==> src/rtl/display_pkg.sv <==
// Shared constants and helpers for the seven-segment scheduler.
// Mode type and anode pattern generation.
package display_pkg;

  localparam int         NUM_DIGITS = 4;
  localparam logic [3:0] AN_OFF     = 4'b1111;

  typedef enum logic {
    MANUAL = 1'b0,
    AUTO   = 1'b1
  } mode_t;

  function automatic logic [3:0] an_onehot(
    input logic [1:0] pos
  );
    return AN_OFF ^ (4'b0001 << pos);
  endfunction

endpackage

==> src/rtl/display_scheduler_debounce.sv <==
// Two-flop synchronizer plus stability counter for one raw button.
// Emits a one-cycle pulse on each accepted press.
module button_debounce #(
  parameter int DEBOUNCE_CYCLES = 1_000_000
) (
  input  logic clk,
  input  logic reset,
  input  logic btn_raw,
  output logic level,
  output logic rise_pulse
);

  localparam int CW = $clog2(DEBOUNCE_CYCLES + 1);

  logic [1:0]    sync;
  logic [CW-1:0] cnt;

  // Synchronize, then flip the level once it disagrees long enough
  always_ff @(posedge clk or posedge reset) begin
    if (reset) begin
      sync       <= '0;
      cnt        <= '0;
      level      <= 1'b0;
      rise_pulse <= 1'b0;
    end else begin
      sync       <= {sync[0], btn_raw};
      rise_pulse <= 1'b0;
      if (sync[1] != level) begin
        if (cnt == CW'(DEBOUNCE_CYCLES)) begin
          level      <= sync[1];
          rise_pulse <= sync[1];
          cnt        <= '0;
        end else begin
          cnt <= cnt + CW'(1);
        end
      end else begin
        cnt <= '0;
      end
    end
  end

endmodule

==> src/rtl/display_scheduler.sv <==
// Scans the 4-digit display over a selected half of one source word.
// Selection is button-stepped or auto-rotated on a dwell timer.
module display_scheduler
  import display_pkg::*;
#(
  parameter int NUM_SRC         = 4,
  parameter int SCAN_DIV        = 65536,
  parameter int DWELL_CYCLES    = 50_000_000,
  parameter int DEBOUNCE_CYCLES = 1_000_000
) (
  input  logic                       clk,
  input  logic                       reset,
  input  logic [NUM_SRC*32-1:0]      src_data,
  input  logic                       auto_en,
  input  logic                       btn_next,
  input  logic                       btn_half,
  output logic [3:0]                 an,
  output logic [3:0]                 digit,
  output logic                       dp,
  output logic [$clog2(NUM_SRC)-1:0] src_sel,
  output logic                       half_sel
);

  localparam int SW  = $clog2(NUM_SRC);
  localparam int SCW = $clog2(SCAN_DIV);
  localparam int DWW = $clog2(DWELL_CYCLES);

  logic [SCW-1:0] scan_cnt;
  logic [1:0]     pos;
  logic [15:0]    snapshot;
  logic [DWW-1:0] dwell;
  mode_t          state;

  logic           next_lvl;
  logic           next_pulse;
  logic           half_lvl;
  logic           half_pulse;

  button_debounce #(
    .DEBOUNCE_CYCLES(DEBOUNCE_CYCLES)
  ) u_db_next (
    .clk       (clk),
    .reset     (reset),
    .btn_raw   (btn_next),
    .level     (next_lvl),
    .rise_pulse(next_pulse)
  );

  button_debounce #(
    .DEBOUNCE_CYCLES(DEBOUNCE_CYCLES)
  ) u_db_half (
    .clk       (clk),
    .reset     (reset),
    .btn_raw   (btn_half),
    .level     (half_lvl),
    .rise_pulse(half_pulse)
  );

  logic        scan_tick;
  logic        frame;
  logic [1:0]  pos_nxt;
  logic [31:0] src_word;
  logic [15:0] snap_nxt;

  assign scan_tick = scan_cnt == SCW'(SCAN_DIV - 1);
  assign frame     = scan_tick && (pos == 2'd3);
  assign pos_nxt   = pos + 2'd1;
  assign src_word  = src_data[32*int'(src_sel) +: 32];
  assign snap_nxt  = !frame   ? snapshot :
                     half_sel ? src_word[31:16] :
                                src_word[15:0];

  // Digit scan; snapshot reloads only at the frame boundary
  always_ff @(posedge clk or posedge reset) begin
    if (reset) begin
      scan_cnt <= '0;
      pos      <= '0;
      snapshot <= '0;
      an       <= an_onehot(2'd0);
      digit    <= '0;
      dp       <= 1'b1;
    end else if (scan_tick) begin
      scan_cnt <= '0;
      pos      <= pos_nxt;
      snapshot <= snap_nxt;
      an       <= an_onehot(pos_nxt);
      digit    <= snap_nxt[{pos_nxt, 2'b00} +: 4];
      dp       <= ~((pos_nxt == 2'd3) & half_sel);
    end else begin
      scan_cnt <= scan_cnt + SCW'(1);
    end
  end

  logic [SW-1:0] src_inc;
  logic          expiry;
  logic          mode_chg;

  assign src_inc  = (src_sel == SW'(NUM_SRC - 1)) ?
                    '0 : src_sel + SW'(1);
  assign expiry   = dwell == DWW'(DWELL_CYCLES - 1);
  assign mode_chg = (state == AUTO) != auto_en;

  // Mode FSM and source/half selection
  always_ff @(posedge clk or posedge reset) begin
    if (reset) begin
      state    <= MANUAL;
      dwell    <= '0;
      src_sel  <= '0;
      half_sel <= 1'b0;
    end else begin
      state <= auto_en ? AUTO : MANUAL;
      unique case (state)
        MANUAL: begin
          dwell <= '0;
          if (next_pulse) src_sel  <= src_inc;
          if (half_pulse) half_sel <= ~half_sel;
        end
        AUTO: begin
          if (next_pulse) begin
            src_sel  <= src_inc;
            half_sel <= 1'b0;
            dwell    <= '0;
          end else if (half_pulse) begin
            half_sel <= ~half_sel;
            dwell    <= '0;
          end else if (expiry) begin
            half_sel <= ~half_sel;
            if (half_sel) src_sel <= src_inc;
            dwell <= '0;
          end else begin
            dwell <= dwell + DWW'(1);
          end
        end
        default: dwell <= '0;
      endcase
      if (mode_chg) dwell <= '0;
    end
  end

endmodule

==> config.mk <==
export PLATFORM = sky130hd
export DESIGN_NAME = display_scheduler
export DESIGN_NICKNAME = d
export VERILOG_FILES = /design/src/rtl/display_pkg.sv /design/src/rtl/display_scheduler_debounce.sv /design/src/rtl/display_scheduler.sv
export SDC_FILE = /design/constraint.sdc
export NUM_CORES = 1
export LEC_CHECK = 0
export BUFFER_PORTS_ARGS = -buffer_cell sky130_fd_sc_hd__buf_2
export CAP_MARGIN = 10
export CELL_PAD_IN_SITES_DETAIL_PLACEMENT = 1
export CELL_PAD_IN_SITES_GLOBAL_PLACEMENT = 1
export CORE_MARGIN = 10
export CORE_UTILIZATION = 30
export DETAILED_ROUTE_END_ITERATION = 16
export PLACE_DENSITY_LB_ADDON = 0.3
export SLEW_MARGIN = 20
export SYNTH_ARGS = -nofsm -noshare
export SYNTH_HDL_FRONTEND = slang
export SYNTH_SLANG_ARGS = --single-unit
==> constraint.sdc <==
create_clock -name clk -period 10.75 [get_ports clk]
set_input_delay 1.075 -clock clk [delete_from_list [all_inputs] [get_ports clk]]
set_output_delay 1.075 -clock clk [all_outputs]
set_load 0.02 [all_outputs]
# Word level (Yosys, flattened, before mapping)
# Cells that the tools add are included.
# word_totals
word_cells,82
in_bits,133
ff_bits,121
output_inout_bits,12
# classes
n_addsub,6
n_mux,29
bitwise,5
shifts,3
reduce_logical,5
eq_ne,16
# op_table
cell,n
128-bit by 8-bit variable part select with 32-bit output,1
26-bit two-way mux,4
20-bit two-way mux,4
26-bit one-hot mux with 2 select lines,1
16-bit two-way mux,3
"20-bit by 1-bit adder with 20-bit output, second input constant",2
"20-bit equality test, second input constant",2
"26-bit by 1-bit adder with 26-bit output, second input constant",1
"26-bit equality test, second input constant",1
"16-bit by 1-bit adder with 16-bit output, second input constant",1
"16-bit equality test, second input constant",1
16-bit by 5-bit variable part select with 4-bit output,1
2-bit two-way mux,6
1-bit two-way mux,9
"2-bit equality test, second input constant",3
2-bit AND reduction,3
"2-bit by 1-bit adder with 2-bit output, second input constant",2
"2-bit by 1-bit != test with 1-bit output, second input constant",2
"4-bit by 1-bit != test with 1-bit output, second input constant",1
4-bit inverter,1
2-bit one-hot mux with 2 select lines,1
4-bit AND reduction,1
"1-bit by 2-bit << shifter with 4-bit output, first input constant",1
1-bit != test,3
7 further kinds,9

# Longest topological paths before layout
# Gate-level depths: netlist of the first run.
# depth
ltp_word,7
mapped_depth,9
mapped_depth_nobuf,7

# Cells and area by module
# A second synthesis of the first run with hierarchy kept.
# unflattened
hier_cells,647
hier_area_um2,6890.4
# by_module_without_submodules
mod,seq_area_each_um2,cells_per_inst,n_inst,area_per_inst_um2
display_scheduler,1831.8,409,1,4495.6
button_debounce (u_db_next),600.6,120,1,1209.9
button_debounce (u_db_half),600.6,118,1,1184.9

# Worst setup path before layout of the first run
# No wires, ideal clock.
# synth_timing
path_type,input -> register
from,input port src_data[63]
to,register digit[3]
setup_time_ps,132
t_required_ps,10618
path_stages,5
arrival_ps,2331
setup_slack_ps,8286
path_cell_list,mux4_1 > mux2_2 > mux2_4 > a22oi_1 > o211ai_1
# synth_between
elab_chain_len,4
# synth_lines
element,line,text
from (decl),display_scheduler.sv:13,"input logic [NUM_SRC*32-1:0] src_data,"
128-bit by 8-bit variable part select with 32-bit output,display_scheduler.sv:68,assign src_word = src_data[32*int'(src_sel) +: 32];
16-bit two-way mux,display_scheduler.sv:70,half_sel ? src_word[31:16] :
16-bit two-way mux,display_scheduler.sv:69,assign snap_nxt = !frame ? snapshot :
16-bit by 5-bit variable part select with 4-bit output,display_scheduler.sv:87,"digit <= snap_nxt[{pos_nxt, 2'b00} +: 4];"
to (signal assigned),display_scheduler.sv:87,
to (decl),display_scheduler.sv:18,"output logic [3:0] digit,"
# Every way passes these cells.
# A chain may end at the register's enable or synchronous reset.

# Worst setup path after layout of the first run
# layout_timing
from,register src_sel[0]
to,output port src_sel[0]
# layout_rtl
element,line,text
from (decl),display_scheduler.sv:20,"output logic [$clog2(NUM_SRC)-1:0] src_sel,"
from (signal assigned),display_scheduler.sv:115,if (next_pulse) src_sel <= src_inc;
from (signal assigned),display_scheduler.sv:120,src_sel <= src_inc;
from (signal assigned),display_scheduler.sv:128,if (half_sel) src_sel <= src_inc;
# No word-level cell between the ends.

==> flow_summary_export.csv, run 1 <==
group,metric,value,unit
run_status,outcome,"completed",
floorplanning,start_util,30.78,%
floorplanning,ios,145,
sta,finClkSkew,5.513,ps
sta,min_period_over_period,24.34,%
route,drtIter0Drc,313,
synthesis,ys_types,52,
global_routing,grt_use_met3,2.938,%
finish,post-route-util,38.13,%
min_path,holdPathStages,0,
synthesis,synth.ff_latch_count,121,
placed_design,post-dp-hpwl,14.92,mm
route,first_pass_iters,4,
global_routing,use_met1,16.79,%
sta,maxSlewHeadroom,41.52,%
synthesis,synth_edf_count,0,
global_routing,grt_remaining_overflow,0,
run,max_cap_viol_count,0,
floorplanning,dieArea,0.02901,sq mm
floorplanning,fp.dieH,170.3,um
sta,hold_violations,0,
min_path,worst_hold_path_type,"flip-flop to flip-flop",
synthesis,synth-seq-area-share,44.74,%
setup_path,end_kind,"primary output",
min_path,min_to,"u_db_next.sync[1]",
synthesis,ys_warn_count,0,
synthesis,synthCells,626,
clock_network,cts-root-buf,"clkbuf_16",
finish,fin_nets,910,
setup_path,arrival,1540,ps
clock_network,h-tree-depth,4,
setup_path,path_class,"flip-flop to primary output",
clock_network,cts_sinks,121,
setup_path,reg2reg_depth,7,
synthesis,synth.top_cell.area_share,43.19,%
floorplanning,die_x,170.3,um
clock_network,insertion_delay,410,ps
synthesis,synthTopCellsByArea,"dfrtp_1, mux4_2, xnor2_1, nor2_1, mux4_1",
synthesis,synth_flop_cell,"dfrtp_1",
synthesis,ys_async_sr_fraction,100.0,%
global_routing,grt_pass1_wl,30.95,mm
route,vias,5284,
route,wl_per_cell,18.88,um
global_routing,grt_use_met2,23.27,%
sta,timing_worst_slew_pin_value,870.7,ps
setup_path,reg2reg_slack,8170,ps
setup_path,startpoint_type,"flip-flop",
setup_path,regToRegEndpoint,"digit[1]",
route,drc_errors,0,
setup_path,path_delay_family,"flip-flops",
power,power_per_cell_area,137.0,mW/mm^2
floorplanning,fp-row-count,54,
route,antenna_left,0,
setup_path,crit_slowest_cell,"dfrtp_4",
route,viasPerCell,4.994,
synthesis,syn_nets,770,
synthesis,synth_area_leader_cell,"dfrtp_1",
setup_path,cp.buffers_inverters,1,
global_routing,grt_pass1_vias,5649,
power,ir_worst_vdd,0.0001203,V
synthesis,synth_common_cells,"dfrtp_1, nor2_1, xnor2_1, nand2_1, xor2_1",
clock_network,cts_tree,"built",
sta,min_period,2616,ps
global_routing,gr-usage-all-layers,13.65,%
global_routing,antenna_found_initial,0,
sta,final.setup.tns,0,ps
sta,slew_violations,0,
setup_path,crit_fanout,36,
setup_path,rr_startpoint,"pos[0]",
finish,layout-drive-gt1-share,29.18,%
synthesis,syn_area_per_cell,10.83,sq um
setup_path,crit_required,9680,ps
placed_design,gp_congestion,0.7945,
power,p_leak,3.606,nW
setup_path,critPathMaxStageDelay,820,ps
route,wl,19.98,mm
sta,max_freq,382.2,MHz
clock_network,cts_buffer_depth,2,
synthesis,synth.most_common_cell,"dfrtp_1",
floorplanning,core,0.02203,sq mm
clock_network,cts_buffers,17,
placed_design,port_buffers,144,
clock_network,cts_setup_buffers,0,
min_path,hp-start,"u_db_next.sync[0]",
sta,setup_viol,0,
global_routing,busiest_layer,"met2",
synthesis,syn-cell-area,0.006779,sq mm
sta,rsz0062_at_grt,"false",
clock_network,path_clk_slew,50,ps
clock_network,ctsHoldBuffers,0,
finish,antenna_cells,0,
global_routing,grt_max_degree,63,
setup_path,path_cells,"buf_2",
finish,area_growth,23.90,%
clock_network,cts_resized,0,
[layout by cell type (no fill, tap or decap), types with 3 or more instances in the layout]
master     instances
and2_1             5
mux4_1            11
dfstp_2            4
ha_1              11
mux4_2            21
nor3b_1            3
nor4_1            20
xor2_1            32
nand2_1           38
nor2_1            99
nand4_1           16
mux2_4             3
clkbuf_16         17
clkbuf_8           4
mux2_2            11
inv_1             19
clkinv_2           3
a31oi_1            3
nor3_1            17
buf_4              4
and3_1            16
mux2i_1           18
xnor2_1           43
nand3_1           29
bufinv_16          5
and4_1             5
buf_2            144
nor4b_1            3
a21oi_1           10
o21ai_0           14
dfrtp_1          116
[per-layer routing]
metal	routed length (um)	share of wire [%]
met4	301	1.5
met2	10660	53
met3	542	2.7
met5	0	0
met1	8472	42
[through the flow]
step                instance area [sq um]  cells  hold WS, ps  power (W)  setup WS [ps]
floorplan                            6779    626        331.2  0.0004954           6467
global placement                     7744   1027        341.0  0.0005282           8024
detailed placement                   7744   1027        336.3  0.0005293           7975
CTS                                  8397   1058        348.7   0.001170           7815
global route                         8399   1058        351.5   0.001198           7994
finish                               8399   1058        346.3   0.001150           8134
[flip-flops by register name (all words and copies together), names as in the netlist]
signal and flops:
u_db_half.sync 2, half_sel 1, state 1, an 4, snapshot 16, u_db_half.rise_pulse 1
dp 1, u_db_next.cnt 20, digit 4, scan_cnt 16, u_db_next.sync 2, u_db_half.level 1
dwell 26, u_db_next.level 1, u_db_next.rise_pulse 1, u_db_half.cnt 20, pos 2, src_sel 2
[area by class of cell]
class / count / area, sq um
repair buffers: 148 / 750.7
multi-input cells: 458 / 3531
well taps: 280 / 350.3
inverters: 20 / 77.57
fillers: 2469 / 13630
clock buffers: 23 / 488.0
flip-flops and latches: 121 / 3037
clock inverters: 8 / 165.2
[power breakdown]
part / internal (W) / switching, W
sequential: 0.000459 / 0.00000309
clock: 0.000434 / 0.000196
combinational: 0.0000295 / 0.0000288
[worst max path at each step]
| stage | start | endpoint | depth (start not counted) |
|---|---|---|---|
| floorplan | reset | an[0] | 1 |
| CTS | src_sel[0] | src_sel[0] | 1 |
| global placement | src_sel[0] | digit[3] | 5 |
| global route | pos[0] | digit[2] | 6 |
| detailed placement | src_sel[0] | digit[3] | 5 |
| finish | src_sel[0] | src_sel[0] | 1 |
[cell families (layout without fill, tap and decap cells)]
family,after synthesis,after routing,share of synthesized area (%)
XOR/XNOR,75,75,9.690
multiplexers,64,64,16.39
AO/OA/AOI/OAI,42,42,3.913
buffers and inverters,47,199,3.175
adder cells (fa/ha/maj),11,11,2.030
flip-flops,121,121,44.74
AND/OR/NAND/NOR,266,266,20.06
Power figures use the tool's default switching activity.
==> inputs of run 2 (changes only) <==
clock period = 2.5 ns   (was 10.75 ns; I/O delays follow)
==> run 2 against run 1 <==
  * Sequential power increased to 4.3 times the previous value
  * Register-to-register slack lost 8000 ps
  * Global-route usage grew 0.34 points
  * Wire length is 1.6% higher
  * Clock power rose to 3.9 times the previous value
  * Non-clock buffer count up 21
  * Power rose to 4.1 times the previous value
  * Core utilization increased by 0.73 points
  * First-iteration DRC count is 5.1% higher
  * Largest power group unchanged
  * Setup slack got worse by 7900 ps
  * Via count up 0.55%
==> flow_summary_export.csv, run 2 (synthesized netlist as in run 1, its figures left out) <==
group,metric,value,unit
run_status,outcome,"completed",
finish,layout-drive-gt1-share,30.38,%
setup_path,arrival,2570,ps
sta,min_period_over_period,91.66,%
setup_path,reg2reg_slack,210,ps
min_path,worst_hold_path_type,"flip-flop to flip-flop",
setup_path,rr_startpoint,"src_sel[0]",
global_routing,grt_use_met3,2.823,%
finish,regMostFlops,"dwell",
floorplanning,die_x,170.3,um
floorplanning,core,0.02203,sq mm
power,power_per_cell_area,547.0,mW/mm^2
finish,largest_reg_flops,26,
floorplanning,fp-row-count,54,
global_routing,antenna_found_initial,0,
sta,min_period,2292,ps
finish,antenna_cells,0,
finish,top_regs,"dwell (26), u_db_half.cnt (20), u_db_next.cnt (20)",
sta,timing_worst_slew_pin_value,563.2,ps
power,ir_worst_vdd,0.0005249,V
finish,layout_common_cells,"buf_2, dfrtp_1, nor2_1",
floorplanning,start_util,30.78,%
placed_design,place_area,0.007935,sq mm
clock_network,cts_buffers,17,
clock_network,path_clk_slew,60,ps
run,max_cap_viol_count,0,
finish,fin_nets,931,
finish,area_growth,26.28,%
clock_network,cts_tree,"built",
route,antenna_left,0,
route,drtIter0Drc,329,
sta,hold_violations,0,
sta,max_freq,436.4,MHz
setup_path,crit_fanout,18,
clock_network,cts_setup_buffers,0,
sta,rsz0062_at_grt,"false",
route,vias,5313,
finish,layout_commonest_cell,"buf_2",
clock_network,h-tree-depth,4,
floorplanning,fp.dieH,170.3,um
global_routing,grt_use_met2,24.42,%
route,first_pass_iters,4,
clock_network,cts_resized,0,
setup_path,crit_required,2780,ps
clock_network,cts-root-buf,"clkbuf_16",
sta,final.setup.tns,0,ps
setup_path,cp-startpoint,"src_sel[0]",
global_routing,use_met1,17.46,%
global_routing,grt_pass1_wl,31.94,mm
floorplanning,dieArea,0.02901,sq mm
route,viasPerCell,4.919,
placed_design,gp_congestion,0.8463,
sta,finClkSkew,12.13,ps
route,wl,20.29,mm
sta,slew_violations,0,
placed_design,port_buffers,144,
global_routing,grt_pass1_vias,5886,
finish,stdcell_area,0.008561,sq mm
clock_network,cts_sinks,121,
route,drc_errors,0,
global_routing,grt_remaining_overflow,0,
clock_network,insertion_delay,410,ps
global_routing,busiest_layer,"met2",
clock_network,cts_buffer_depth,2,
setup_path,end_kind,"flip-flop",
route,wl_per_cell,18.79,um
sta,setup_viol,0,
setup_path,reg2reg_depth,6,
setup_path,regToRegEndpoint,"digit[0]",
global_routing,grt_max_degree,44,
power,p_leak,3.680,nW
setup_path,startpoint_type,"flip-flop",
setup_path,setup.worst_path.end,"digit[0]",
global_routing,gr-usage-all-layers,13.99,%
setup_path,path_class,"flip-flop to flip-flop",
floorplanning,ios,145,
sta,maxSlewHeadroom,62.11,%
placed_design,post-dp-hpwl,15.63,mm
[run 2: worst min-delay path by stage]
stage | slack [ps] | cells after the start | from | endpoint
finish | 350 | 0 | u_db_half.sync[0] | u_db_half.sync[1]
global route | 360 | 0 | u_db_half.sync[0] | u_db_half.sync[1]
CTS | 350 | 0 | u_db_half.sync[0] | u_db_half.sync[1]
detailed placement | 300 | 2 | reset | u_db_half.sync[0]
global placement | 290 | 2 | reset | u_db_half.sync[0]
floorplan | 280 | 0 | auto_en | state
[run 2: cell type report]
type	instances	area, sq um
Tap cell	280	350.3
Clock inverter	7	90.09
Sequential cell	121	3034
Timing Repair Buffer	169	980.9
Fill cell	2451	13470
Clock buffer	25	495.5
Multi-Input combinational cell	458	3531
Inverter	20	78.83
[run 2: metrics by stage]
stage | cells | worst slack [ps] | hold WS (ps) | util, % | power [W]
after detailed placement | 1044 | 223.7 | 295.1 | 36.03 | 0.002292
after floorplan | 626 | 306.6 | 281.4 | - | 0.002131
after global placement | 1044 | 268.8 | 288.5 | 36.03 | 0.002284
after global routing | 1080 | 50.44 | 357.5 | 38.87 | 0.004885
final | 1080 | 208.4 | 347.4 | 38.87 | 0.004683
after CTS | 1080 | 221.2 | 345.7 | 38.87 | 0.004756
[run 2: routing by layer]
| metal | vias to the layer above | wire length (um) |
|---|---|---|
| met4 | 0 | 146 |
| met2 | 44 | 10930 |
| met1 | 2692 | 8626 |
| met3 | 9 | 595 |
| li1 | 2568 | - |
| met5 | - | 0 |
[run 2: worst max-delay path: stages (launching register included)]
cell,delay (ps)
dfrtp_2,560
buf_12,240
mux4_2,510
mux2i_1,330
nor4_1,110
o41ai_2,310
nand3_1,100
[run 2: repair_timing]
item	CTS	global route
endpoints found under the setup margin	0	0
hold buffers	4	0
endpoints found under the hold margin	18	0
[run 2: report_power, final]
group,internal [W],switching (W),leakage [nW]
Combinational,0.000141,0.000128,1.82
Sequential,0.00197,0.0000135,1.57
Clock,0.00157,0.000858,0.283
